<file path="config.mk">
export PLATFORM = sky130hd
export DESIGN_NAME = mult_div_unit
export DESIGN_NICKNAME = d
export VERILOG_FILES = /design/src/rtl/mdu_pkg.sv /design/src/rtl/mdu_sign_fix.sv /design/src/rtl/mult_div_unit.sv
export SDC_FILE = /design/constraint.sdc
export NUM_CORES = 1
export LEC_CHECK = 0
export BUFFER_PORTS_ARGS = -buffer_cell sky130_fd_sc_hd__buf_2
export CAP_MARGIN = 5
export CORE_ASPECT_RATIO = 1.5
export CORE_MARGIN = 2
export CORE_UTILIZATION = 60
export DETAILED_ROUTE_END_ITERATION = 10
export MAX_ROUTING_LAYER = met4
export PLACE_DENSITY = 0.81
export SKIP_CTS_REPAIR_TIMING = 1
export SLEW_MARGIN = 0
export SYNTH_ARGS = -nofsm -noshare
export SYNTH_HDL_FRONTEND = slang
export SYNTH_SLANG_ARGS = --single-unit
</file>
<file path="constraint.sdc">
create_clock -name clk -period 3.6 [get_ports clk]
set_clock_uncertainty 0.2 [all_clocks]
set_input_delay 0.18 -clock clk [delete_from_list [all_inputs] [get_ports clk]]
set_output_delay 0.18 -clock clk [all_outputs]
set_load 0.02 [all_outputs]
</file>
<file path="src/rtl/mdu_pkg.sv">
// Shared constants for the iterative multiply/divide unit: FSM state
// encodings, operation encodings, default width and counter width.
package mdu_pkg;

  localparam int MDU_WIDTH = 32;
  localparam int MDU_CNT_W = $clog2(MDU_WIDTH);

  // FSM state encodings (plain constants so legacy code can reuse them)
  localparam logic [1:0] ST_IDLE = 2'd0;
  localparam logic [1:0] ST_RUN  = 2'd1;
  localparam logic [1:0] ST_FIX  = 2'd2;
  localparam logic [1:0] ST_DONE = 2'd3;

  // Operation select encodings
  localparam logic OP_MULT = 1'b0;
  localparam logic OP_DIV  = 1'b1;

endpackage

</file>
<file path="src/rtl/mdu_sign_fix.sv">
// Combinational sign correction for the multiply/divide unit. The iterative
// core works on magnitudes; this block restores two's-complement signs:
// product negated when operand signs differ, quotient likewise, remainder
// takes the dividend's sign. Only built when MULTDIV_SIGNED_EN is defined.
module mdu_sign_fix
  import mdu_pkg::*;
#(
  parameter int WIDTH = MDU_WIDTH
) (
  input  logic             op,
  input  logic             sign_a,
  input  logic             sign_b,
  input  logic [WIDTH-1:0] hi_mag,
  input  logic [WIDTH-1:0] lo_mag,
  output logic [WIDTH-1:0] hi_res,
  output logic [WIDTH-1:0] lo_res
);

  logic [2*WIDTH-1:0] neg_prod;

  assign neg_prod = -{hi_mag, lo_mag};

  // Select negated or pass-through halves depending on operation and signs
  always_comb begin
    // NOTE: every output gets a default first so no path leaves it unassigned,
    // which would otherwise infer a latch.
    hi_res = hi_mag;
    lo_res = lo_mag;
    if (op == OP_MULT) begin
      if (sign_a ^ sign_b) begin
        hi_res = neg_prod[2*WIDTH-1:WIDTH];
        lo_res = neg_prod[WIDTH-1:0];
      end
    end else begin
      if (sign_a ^ sign_b) lo_res = -lo_mag;
      if (sign_a)          hi_res = -hi_mag;
    end
  end

endmodule

</file>
<file path="src/rtl/mult_div_unit.sv">
// Iterative multiply/divide unit with HI/LO registers for the multicycle CPU.
// One shift-add (multiply) or restoring-subtract (divide) step per cycle over
// a shared {acc,q} shift register; WIDTH steps, then a FIX cycle writes HI/LO
// and a DONE cycle pulses done. Divide by zero skips straight to DONE.
// Optional feature: define MULTDIV_SIGNED_EN to honour op_signed
// (magnitudes taken on issue, signs restored in FIX); otherwise unsigned only.
module mult_div_unit
  import mdu_pkg::*;
#(
  parameter int WIDTH = MDU_WIDTH
) (
  input  logic             clk,
  input  logic             reset_n,
  input  logic             start,
  input  logic             op,
  input  logic             op_signed,
  input  logic [WIDTH-1:0] a,
  input  logic [WIDTH-1:0] b,
  output logic             busy,
  output logic             done,
  output logic             div_zero,
  output logic [WIDTH-1:0] hi_out,
  output logic [WIDTH-1:0] lo_out
);

  localparam int CNT_W = (WIDTH > 1) ? $clog2(WIDTH) : 1;

  logic [1:0]       state;
  logic [CNT_W-1:0] count;
  logic [WIDTH-1:0] acc;       // partial product high half / partial remainder
  logic [WIDTH-1:0] q;         // multiplier being consumed / quotient being built
  logic [WIDTH-1:0] opnd;      // multiplicand or divisor magnitude
  logic             op_r;
  logic             div_zero_r;
  logic [WIDTH-1:0] hi_r;
  logic [WIDTH-1:0] lo_r;

  logic [WIDTH-1:0] mag_a;
  logic [WIDTH-1:0] mag_b;
  logic [WIDTH-1:0] hi_res;
  logic [WIDTH-1:0] lo_res;
  logic [WIDTH-1:0] acc_nxt;
  logic [WIDTH-1:0] q_nxt;
  logic [WIDTH:0]   sum;
  logic [WIDTH:0]   shifted;
  logic [WIDTH:0]   diff;
  logic             accept;

  assign accept = (state == ST_IDLE) && start;

`ifdef MULTDIV_SIGNED_EN
  logic neg_a;
  logic neg_b;
  logic sign_a_r;
  logic sign_b_r;

  assign neg_a = op_signed & a[WIDTH-1];
  assign neg_b = op_signed & b[WIDTH-1];
  assign mag_a = neg_a ? -a : a;
  assign mag_b = neg_b ? -b : b;

  // Remember operand signs for the correction applied in FIX
  always_ff @(posedge clk or negedge reset_n) begin
    if (!reset_n) begin
      sign_a_r <= 1'b0;
      sign_b_r <= 1'b0;
    end else if (accept) begin
      sign_a_r <= neg_a;
      sign_b_r <= neg_b;
    end
  end

  mdu_sign_fix #(.WIDTH(WIDTH)) u_sign_fix (
    .op     (op_r),
    .sign_a (sign_a_r),
    .sign_b (sign_b_r),
    .hi_mag (acc),
    .lo_mag (q),
    .hi_res (hi_res),
    .lo_res (lo_res)
  );
`else
  logic unused_op_signed;

  assign unused_op_signed = op_signed;
  assign mag_a  = a;
  assign mag_b  = b;
  assign hi_res = acc;
  assign lo_res = q;
`endif

  // One iteration step: shift-add for multiply, restoring subtract for divide
  always_comb begin
    sum     = '0;
    shifted = '0;
    diff    = '0;
    acc_nxt = acc;
    q_nxt   = q;
    if (op_r == OP_MULT) begin
      sum     = {1'b0, acc} + (q[0] ? {1'b0, opnd} : '0);
      acc_nxt = sum[WIDTH:1];
      q_nxt   = {sum[0], q[WIDTH-1:1]};
    end else begin
      shifted = {acc, q[WIDTH-1]};
      diff    = shifted - {1'b0, opnd};
      if (!diff[WIDTH]) begin
        acc_nxt = diff[WIDTH-1:0];
        q_nxt   = {q[WIDTH-2:0], 1'b1};
      end else begin
        acc_nxt = shifted[WIDTH-1:0];
        q_nxt   = {q[WIDTH-2:0], 1'b0};
      end
    end
  end

  // Control FSM, iteration datapath and HI/LO result registers
  always_ff @(posedge clk or negedge reset_n) begin
    // NOTE: state is updated with non-blocking assignments so every register
    // samples pre-edge values, independent of statement order.
    if (!reset_n) begin
      state      <= ST_IDLE;
      count      <= '0;
      acc        <= '0;
      q          <= '0;
      opnd       <= '0;
      op_r       <= OP_MULT;
      div_zero_r <= 1'b0;
      hi_r       <= '0;
      lo_r       <= '0;
    end else begin
      case (state)
        ST_IDLE: begin
          if (start) begin
            op_r       <= op;
            acc        <= '0;
            q          <= mag_a;
            opnd       <= mag_b;
            count      <= CNT_W'(WIDTH - 1);
            div_zero_r <= (op == OP_DIV) && (b == '0);
            state      <= ((op == OP_DIV) && (b == '0)) ? ST_DONE : ST_RUN;
          end
        end
        ST_RUN: begin
          acc <= acc_nxt;
          q   <= q_nxt;
          if (count == '0) state <= ST_FIX;
          else             count <= count - CNT_W'(1);
        end
        ST_FIX: begin
          hi_r  <= hi_res;
          lo_r  <= lo_res;
          state <= ST_DONE;
        end
        ST_DONE: state <= ST_IDLE;
        default: state <= ST_IDLE;
      endcase
    end
  end

  assign busy     = (state == ST_RUN) || (state == ST_FIX);
  assign done     = (state == ST_DONE);
  assign div_zero = div_zero_r;
  assign hi_out   = hi_r;
  assign lo_out   = lo_r;

endmodule

</file>
==> results of run 1 <==
==> critical path, stage by stage, from the launching register on <==
cell       delay (ps)
dfrtp_1           370
inv_1              70
ha_1              440
nand4_1           260
nor2_1            240
nand2_1           160
a2111oi_4         330
buf_4             180
nor4_4             40
nor3_2            200
buf_4             170
clkbuf_16         150
clkbuf_4          210
nor2_1             70
a21oi_1           110
o221ai_1          120
==> cells by family after synthesis <==
| logic type | after synthesis | synth area share [%] |
|---|---|---|
| mux | 141 | 13.4 |
| compound gates | 357 | 19.8 |
| simple gates | 328 | 13.8 |
| fa+ha+maj | 73 | 8.08 |
| buf+inv | 120 | 4.13 |
| xor+xnor | 54 | 4.12 |
| flops | 169 | 36.8 |
==> cell usage after synthesis (all sizes together) (2+ instances only) <==
library cell / instances
ha: 71
xnor2: 26
o21bai: 8
a21boi: 3
nand3b: 3
nor3: 16
a31oi: 12
or3: 6
or2: 2
nor4: 8
clkbuf: 45
mux2i: 42
a22oi: 21
o22ai: 2
a21o: 30
nand4: 11
a41oi: 3
o211ai: 9
dfrtp: 169
mux2: 99
a211oi: 14
o221ai: 6
xor2: 28
o21ai: 92
a221oi: 2
nor4b: 4
o31ai: 4
o21a: 12
and3: 9
fa: 2
o211a: 3
o2111ai: 5
a211o: 6
nand3: 19
a221o: 7
buf: 21
nand2: 100
o31a: 3
a21oi: 105
and2: 36
nor2: 86
inv: 54
nor2b: 9
nand2b: 13
and4: 3
==> power breakdown <==
part | switching (mW) | internal (mW)
Combinational | 4.41 | 3.23
Clock | 0.800 | 0.950
Sequential | 0.689 | 2.70
==> sequential cells by signal, indices dropped and copies added (netlist names) <==
name and flops:
acc 32, count 5, div_zero 1, hi_out 32, lo_out 32, lo_res 32, op_r 1, opnd 32
state 2
==> layout make-up <==
cell class                 instances  area (um2)  share of cell area, %
timing repair buffer             259        1850                   13.2
inverter                          54         203                   1.44
clock inverter                    15         126                  0.899
sequential                       169        4230                   30.1
tap                              256         320                   2.28
multi-input combinational        953        6900                   49.1
clock buffer                      17         425                   3.03
==> worst paths after layout <==
kind / start / endpoint / cells past startpoint
worst max-delay path: opnd[21]$_DFFE_PN0P_ / acc[12]$_DFFE_PN0P_ / 15
worst min-delay path: a[0] / lo_res[0]$_DFFE_PN0P_ / 4
worst min register to register: hi_out[5]$_DFFE_PN0P_ / hi_out[5]$_DFFE_PN0P_ / 1
max in group asynchronous: reset_n / lo_res[31]$_DFFE_PN0P_ / 3
worst max register to register: opnd[21]$_DFFE_PN0P_ / acc[12]$_DFFE_PN0P_ / 15
min in group asynchronous: reset_n / acc[9]$_DFFE_PN0P_ / 2
==> metal layers <==
layer	global-route usage [%]	wire length, um	up-vias
met5	-	0	-
met4	16.1	1800	0
met3	5.73	1620	137
met2	54.3	17400	402
met1	36.3	12300	5107
li1	-	-	4928
==> metrics by stage <==
step,TNS [ps],area (um2),std cells,utilization [%],hold WS (ps)
floorplan,0,11500,1242,-,-316
global placement,0,12700,1620,66.8,35.1
finish,0,14100,1723,74.0,-61.9
global route,-7.86,14100,1723,74.0,29.3
detailed placement,0,12700,1620,66.8,39.1
CTS,0,13200,1652,69.7,-426
==> impl_results.md, run 1 <==
- Total global routing overflow: 0
- Peak supply drop: 673 uV
- Die area: 20300 um2
- CP endpoint kind: register
- Slew Limit Fails: 0
- Worst rel slew slack: a little under half
- Worst skew pair latency: approximately 450 ps
- Die Width: about 120 um
- Wirelength, routed: between 30000 and 40000 um
- Final min period: 3460 ps
- Type of origin of the critical path: register
- Dominant synthesized flop cell: dfrtp_1
- Outcome: finished, violations left
- Top cells by area, synth: dfrtp_1 37%, mux2_2 9.7%, ha_1 7.7%, a21oi_1 4.6%, o21ai_0 3.7%
- Initial core utilization: about three fifths
- NumNets Final: 1596
- Clock Path Buffers: 2
- Synth warn: 0
- Total number of vias: around 11000
- Setup WS pre-CTS: ~110 ps
- Period utilization: around 96%
- Leak pwr: 6.87 nW
- Vias per cell: 6.14
- CTS Buf Count: 17
- Minimum hold slack: -61.9 ps
- Post-synthesis register bit count: around 170
- Share of cells above drive strength 1: 24.3%
- GP Congestion: 0.930
- Top Ports: around 140
- Least-Margin Pin Slew: between 800 and 900 ps
- Commonest non-fill, non-tap cell in the layout: dfrtp_1
- CTS Root Buffer Type: clkbuf_16
- Core Region: about 19000 um2
- CTS tree: yes
- Drt pass-1 iters: 5
- Die H: between 150 and 200 um
- Yosys cell types: 69
- R2R setup slack: between 100 and 150 ps
- Cell Pwr Density: slightly above 900 nW/um2
- Post-DP HPWL: approximately 23000 um
- Final Hold Fails: 1
- Hold Path Class: in2reg
- DRC viols: 0
- Seq/Total Area, Yosys: between 30% and 40%
- Initial DRC Count: ~660
- Area Growth Syn to Fin: 22.3%
- PortBufs: around 130
- Number of global-route vias before repair: a little over 10000
- First-pass GRT wire length: approximately 50000 um
- Syn Area/Cell: around 9 um2
- Worst path arrival time: about 3600 ps
- Ant diodes: 0
- Total chip power: 12.8 mW
- CTS Sinks: ~170
- # rows: 62
- Routed len/inst: slightly below 20 um
- Post-synth net total: about 1400
- Endpoints failing setup: 0
- GRT Total Usage: about a third
- H-tree levels: 4
- Fraction of registers with async set/reset: 100%
- Reg clk slew, reported paths: 70 ps
- Commonest cells after routing, fill and taps aside: 167 x dfrtp_1, 133 x buf_2, 102 x a21oi_1
- Initial antenna violation count: 0
- Critical Path RT: 3710 ps
- Syn Std Cell Area: ~11000 um2
- Share of the synthesized area in the top cell type: a little under two fifths
- Filler cell count: about 1400
- Max Freq: 0.289 GHz
- EDFF count, synth: 0
- Critical path type: reg2reg
- Max Cap Violations: 0
- Maximum number of pins on one net before global-route repair: 72
- Crit-path max FO: 8
- Area leader, netlist: dfrtp_1
- Failing checks: negative hold slack
- Final setup margin: between 100 and 150 ps
- Routed Antenna Nets: 0
- Post-Syn Instances: about 1200
Power figures use the tool's default switching activity.
==> run 2: changes to the inputs <==
ABC_AREA = 1   (was default)
PLACE_DENSITY = 0.8   (was 0.81)
==> run 2 against run 1 <==
Against the previous run:
- the flow now finishes without violations
- wire length increased by 26%
- synthesized cell count up 46%
- register-to-register slack improved by 280 ps
- largest power group unchanged
- sequential power up 5%
- hold slack better by 160 ps
- cell count increased by 31%
==> impl_results.md, run 2 <==
- Outcome: completed
- RSZ-0062 raised after global routing: false
- Footprint of the multi-input gates: 6990 um2 (+1.3%)
- Total global routing overflow: 0 (unchanged)
- Hold Path Class: in2reg
- Initial antenna violation count: 0 (unchanged)
- Number of global-route vias before repair: 12700 (+24%)
- Reg clk slew, reported paths: 70 ps (about the same)
- Commonest non-fill, non-tap cell in the layout: nand2_1
- Share of the synthesized area in the top cell type: 34.1% (-2.7 points)
- Post-synth top cells: 518 x nand2_1, 244 x inv_1, 169 x dfrtp_1
- Peak supply drop: 695 uV (+3.4%)
- Type of origin of the critical path: register
- Die area: 21900 um2 (+7.7%)
- Drt pass-1 iters: 7 (+2)
- NumNets Final: 2129 (+33%)
- Least-Margin Pin Slew: 943 ps (+136 ps)
- PortBufs: 134 (unchanged)
- Top Ports: 136 (unchanged)
- Endpoints failing setup: 0 (unchanged)
- Initial DRC Count: 1055 (+61%)
- Initial core utilization: 61.0% (+0.49 points)
- Die H: 180 um (+3.8%)
- Main combinational cell family by area after synthesis: simple AND/OR/NAND/NOR gates
- Die Width: 121 um (+3.7%)
- Area leader, netlist: dfrtp_1
- CTS Root Buffer Type: clkbuf_16
- Ant diodes: 0 (unchanged)
- Critical path type: reg2reg
- Worst path arrival time: 3360 ps (-210 ps)
- Synth Area in Compound Gates: 14.3% (-5.5 points)
- Post-DP Area: 13300 um2 (+4.9%)
- Filler cell count: 1673 (+23%)
- Maximum number of pins on one net before global-route repair: 86 (+19%)
- # rows: 64 (+3.2%)
- Worst skew pair latency: 440 ps (about the same)
- Wirelength, routed: 41900 um (+26%)
- H-tree levels: 4 (unchanged)
- Simple-Gate Fraction of Synth Area: 29.9% (+16 points)
- Synth warn: 0 (unchanged)
- Top cells by area, synth: dfrtp_1 34%, nand2_1 16%, inv_1 7.4%, ha_1 7.2%, a21oi_1 6.0%
- XOR/XNOR Fraction of Synth Area: 0.494% (-3.6 points)
- CTS tree: yes
- Post-Syn Instances: 1809 (+46%)
- Fraction of registers with async set/reset: 100% (unchanged)
- Share of cells above drive strength 1: 13.5% (-11 points)
- Setup TNS: 0 ps (unchanged)
- Leak pwr: 7.74 nW (+13%)
- Worst rel slew slack: 36.6% (-9.2 points)
- Post-Layout Inst Area: 14600 um2 (+3.6%)
- Routed len/inst: 18.5 um (-3.7%)
- Syn Area/Cell: 6.85 um2 (-26%)
- GRT Total Usage: 38.7% (+6.4 points)
- Max Freq: 0.314 GHz (+8.9%)
- Clock Path Buffers: 2 (unchanged)
- Period utilization: 88.3% (-7.8 points)
- Cell Pwr Density: 1100 nW/um2 (+21%)
- Commonest cells after routing, fill and taps aside: 518 x nand2_1, 244 x inv_1, 168 x dfrtp_1
- EDFF count, synth: 0 (unchanged)
- Area Growth Syn to Fin: 17.4%
- Routed Antenna Nets: 0 (unchanged)
- CTS Sinks: 169 (unchanged)
- Total number of vias: 13100 (+24%)
- CP endpoint kind: register
- FF+latch area: 4230 um2 (about the same)
- Max Cap Violations: 0 (unchanged)
- Slew Limit Fails: 0 (unchanged)
- Dominant synthesized flop cell: dfrtp_1
- Post-synthesis register bit count: 169 (unchanged)
- Adder-cell share of the synthesized area: 7.49% (-0.59 points)
- Most frequent cell after synthesis: nand2_1
- CTS Buf Count: 17 (unchanged)
- DRC viols: 0 (unchanged)
- Post-synthesis mux area share: 4.00% (-9.4 points)
- Seq/Total Area, Yosys: 34.1% (-2.7 points)
- Post-synth net total: 1951 (+41%)
- Vias per cell: 5.80 (-5.4%)
- Post-DP HPWL: 30400 um (+33%)
- First-pass GRT wire length: 63900 um (+27%)
- Crit-path max FO: 32 (+24)
- Final min period: 3180 ps (-282 ps)
- Yosys cell types: 42 (-39%)
- Core Region: 20300 um2 (+7.0%)
- GP Congestion: 0.984 (+5.9%)
- Syn Std Cell Area: 12400 um2 (+7.9%)
- Critical Path RT: 3780 ps (+70 ps)
- Final Hold Fails: 0 (-1)
-- run 2: cell types whose count changed in the layout (fill, tap and decap cells not counted), sizes merged, moves of 42 or more --
cell,previous run,this run
nand2,100,529
nand3,19,135
a21oi,105,151
nor2,86,154
mux2,99,44
mux2i,42,0
inv,57,249
-- run 2: critical path, cell delays in order (launching register included) --
cell and delay [ps]:
dfrtp_1 390, ha_1 250, fa_1 410, inv_1 70, nand2_1 70, nand2_1 100, nand3_1 100, nand2_2 150
nand2_2 80, nand2_4 120, nand2_2 90, nand2_2 80, nand2_2 70, nand2_4 420, nand3_1 260, nand3_1 120
nand2_1 60, nand2_1 50
-- run 2: cells by family after synthesis --
group / Yosys count
muxes: 44
buffers and inverters: 308
and+or+nand+nor: 881
AOI/OAI and AO/OA: 327
DFF: 169
xor gates and xnor gates: 7
adders and majority gates: 73
-- run 2: layout make-up --
cell class / instances / share of cell area [%]
Multi-Input combinational cell: 1332 / 48.0
Timing Repair Buffer: 219 / 10.3
Clock buffer: 22 / 3.19
Sequential cell: 169 / 29.0
Inverter: 248 / 6.39
Clock inverter: 9 / 0.799
Tap cell: 264 / 2.27
-- run 2: per-stage QoR --
stage	instances	power (mW)	hold slack (ps)	worst slack, ps	util [%]
CTS	2197	15.7	-392	489	68.4
global route	2263	17.2	128	212	71.6
finish	2263	16.0	95.7	420	71.6
floorplan	1809	10.8	-316	959	-
detailed placement	2166	13.7	67.4	502	65.5
global placement	2166	13.5	71.0	539	65.5
-- run 2: power by group --
part | switching [mW] | internal, mW | leakage (nW)
Clock | 0.808 | 1.06 | 0.281
Sequential | 0.763 | 2.78 | 2.06
Combinational | 7.05 | 3.50 | 5.40
-- run 2: metal layers --
metal,vias to the layer above,part of all wire [%],GRT usage (%),wire (um)
met4,0,6.8,24.2,2870
met1,6126,36,41.6,14900
li1,6226,-,-,-
met3,177,6.4,6.33,2690
met5,-,0,-,0
met2,606,51,65.6,21400
-- run 2: final timing paths --
| check | endpoint | slack (ps) | start | cells past startpoint |
|---|---|---|---|---|
| worst max register to register | acc[25]$_DFFE_PN0P_ | 420 | opnd[0]$_DFFE_PN0P_ | 17 |
| min in group asynchronous | lo_out[12]$_DFFE_PN0P_ | 120 | reset_n | 2 |
| max in group asynchronous | lo_res[31]$_DFFE_PN0P_ | 2150 | reset_n | 3 |
| worst max-delay path | acc[25]$_DFFE_PN0P_ | 420 | opnd[0]$_DFFE_PN0P_ | 17 |
| worst min register to register | hi_out[9]$_DFFE_PN0P_ | 300 | hi_out[9]$_DFFE_PN0P_ | 1 |
| worst min-delay path | state[1]$_DFFE_PN0P_ | 100 | start | 4 |
==> run 3: changes to the inputs <==
CTS_BUF_LIST = sky130_fd_sc_hd__clkbuf_4   (was default)
==> run 3 against run 2 <==
Against the previous run:
- register-to-register slack worse by 40 ps
- combinational power about the same
- count of clock-buffer cells in the layout down 2
- critical path depth unchanged
- largest cell class unchanged
- largest power group unchanged
==> impl_results.md, run 3 (synthesis gave the netlist of run 2 again) <==
- Die H: 180 um (unchanged)
- GRT Total Usage: 38.4% (-0.27 points)
- Share of cells above drive strength 1: 13.5% (+0.030 points)
- Peak supply drop: 711 uV (+2.3%)
- Least-Margin Pin Slew: 944 ps (+1.20 ps)
- Reg2reg end: acc[25]$_DFFE_PN0P_
- Placed Instances: 2166 (unchanged)
- Worst skew pair latency: 640 ps (+200 ps)
- H-tree levels: 4 (unchanged)
- Initial core utilization: 61.0% (unchanged)
- CTS Buf Count: 17 (unchanged)
- Type of origin of the critical path: register
- Endpoints failing setup: 0 (unchanged)
- Total global routing overflow: 0 (unchanged)
- Reg clk slew, reported paths: 140 ps (+70 ps)
- CTS Sinks: 169 (unchanged)
- Worst path arrival time: 3610 ps (+250 ps)
- Worst-path cell chain: ha_1, fa_1, inv_1, nand2_1, nand2_1, nand3_1, nand2_2, nand2_2, nand2_4, nand2_2, nand2_2, nand2_2, nand2_4, nand3_1, nand3_1, nand2_1, nand2_1
- Period utilization: 89.5% (+1.1 points)
- Total number of vias: 13100 (-0.33%)
- Setup TNS: 0 ps (unchanged)
- Crit-path max FO: 32 (unchanged)
- Routed len/inst: 18.3 um (-1.2%)
- # rows: 64 (unchanged)
- Core Region: 20300 um2 (unchanged)
- Die area: 21900 um2 (unchanged)
- Cell Pwr Density: 1060 nW/um2 (-2.9%)
- DRC viols: 0 (unchanged)
- Wirelength, routed: 41500 um (-1.0%)
- Leak pwr: 7.62 nW (-1.5%)
- Commonest non-fill, non-tap cell in the layout: nand2_1
- Maximum number of pins on one net before global-route repair: 86 (unchanged)
- Critical path type: reg2reg
- Crit path launch: opnd[0]$_DFFE_PN0P_
- Max Freq: 0.311 GHz (-1.3%)
- First-pass GRT wire length: 63300 um (-0.85%)
- CP endpoint kind: register
- Max Cap Violations: 0 (unchanged)
- Hold Path Sink: opnd[18]$_DFFE_PN0P_
- Number of global-route vias before repair: 12600 (-0.96%)
- CTS Root Buffer Type: clkbuf_4
- CTS tree: yes
- Hold Path Stages: 4 (unchanged)
- NumNets Final: 2132 (+0.14%)
- Clock Path Buffers: 2 (unchanged)
- Routed Antenna Nets: 0 (unchanged)
- Worst R2R Path Depth: 17 (unchanged)
- Top Ports: 136 (unchanged)
- Worst rel slew slack: 37.1% (+0.50 points)
- Critical Path RT: 3990 ps (+210 ps)
- Initial antenna violation count: 1 (+1)
- Filler cell count: 1730 (+3.4%)
- Worst hold start: b[18]
- PortBufs: 134 (unchanged)
- Outcome: completed
- Post-DP Area: 13300 um2 (unchanged)
- Drt pass-1 iters: 6 (-1)
- Vias per cell: 5.77 (-0.55%)
- CP max-delay cell: nand2_4
- Post-DP HPWL: 30400 um (unchanged)
- GP Congestion: 0.984 (unchanged)
- Most used cell, CP: nand2_2
- RSZ-0062 raised after global routing: false
- Slew Limit Fails: 0 (unchanged)
- Post-Layout Inst Area: 14300 um2 (-1.9%)
- Commonest cells after routing, fill and taps aside: 518 x nand2_1, 244 x inv_1, 168 x dfrtp_1
- R2R setup slack: 380 ps (-40 ps)
- Final min period: 3220 ps (+40.3 ps)
- Worst r2r src: opnd[0]$_DFFE_PN0P_
- Hold Path Class: in2reg
- Initial DRC Count: 1143 (+8.3%)
- Peak per-stage delay on the critical path: 430 ps (about the same)
- Layout Cells excl Fill: 2268 (+0.22%)
- Die Width: 121 um (unchanged)
- Final Hold Fails: 0 (unchanged)
- Area Growth Syn to Fin: 15.3%
run 3: cell count changes in the layout (fill, tap and decap cells not counted), sizes merged:
cell / delta
diode: +2
clkbuf: -2
dlygate4sd3: +3
clkinv: +2
run 3: power breakdown:
part | internal [mW] | total [mW] | switching, mW | leakage (nW)
clock network | 0.433 | 1.15 | 0.719 | 0.149
registers | 2.77 | 3.52 | 0.752 | 2.06
logic | 3.50 | 10.5 | 7.04 | 5.41
total | 6.71 | 15.2 | 8.51 | 7.62
run 3: through the flow:
stage | setup WS (ps) | total power, mW | util (%) | hold slack (ps)
2_1_floorplan | 959 | 10.8 | - | -316
3_3_place_gp | 539 | 13.5 | 65.5 | 71.0
3_5_place_dp | 502 | 13.7 | 65.5 | 67.4
4_1_cts | 468 | 14.9 | 66.8 | -610
5_1_grt | 211 | 16.5 | 70.3 | 97.8
6_report | 380 | 15.2 | 70.3 | 87.9
run 3: critical path: cells and delay by family (launching register included):
family | cells | cell delay (ps)
fa+ha+maj | 2 | 660
flops | 1 | 420
simple gates | 14 | 1800
buf+inv | 1 | 70
run 3: cell type report:
type,instances,area [um2],share of cell area [%]
tap,264,330,2.31
multi-input combinational,1332,6990,48.9
clock buffer,20,150,1.05
inverter,248,931,6.51
antenna,2,5.00,0.0350
sequential,169,4230,29.6
clock inverter,11,124,0.867
timing repair buffer,222,1540,10.7
run 3: layer usage:
metal | vias up | part of all wire, % | track usage (%)
met5 | - | 0 | -
met4 | 0 | 6.7 | 25.0
met3 | 171 | 6.3 | 6.80
met2 | 580 | 51 | 64.2
met1 | 6110 | 36 | 41.5
li1 | 6231 | - | -
run 3: how the worst max path moves through the flow:
stage                                to
floorplan           acc[21]$_DFFE_PN0P_
global placement    acc[25]$_DFFE_PN0P_
detailed placement  acc[25]$_DFFE_PN0P_
CTS                 acc[25]$_DFFE_PN0P_
global route        acc[27]$_DFFE_PN0P_
finish              acc[25]$_DFFE_PN0P_
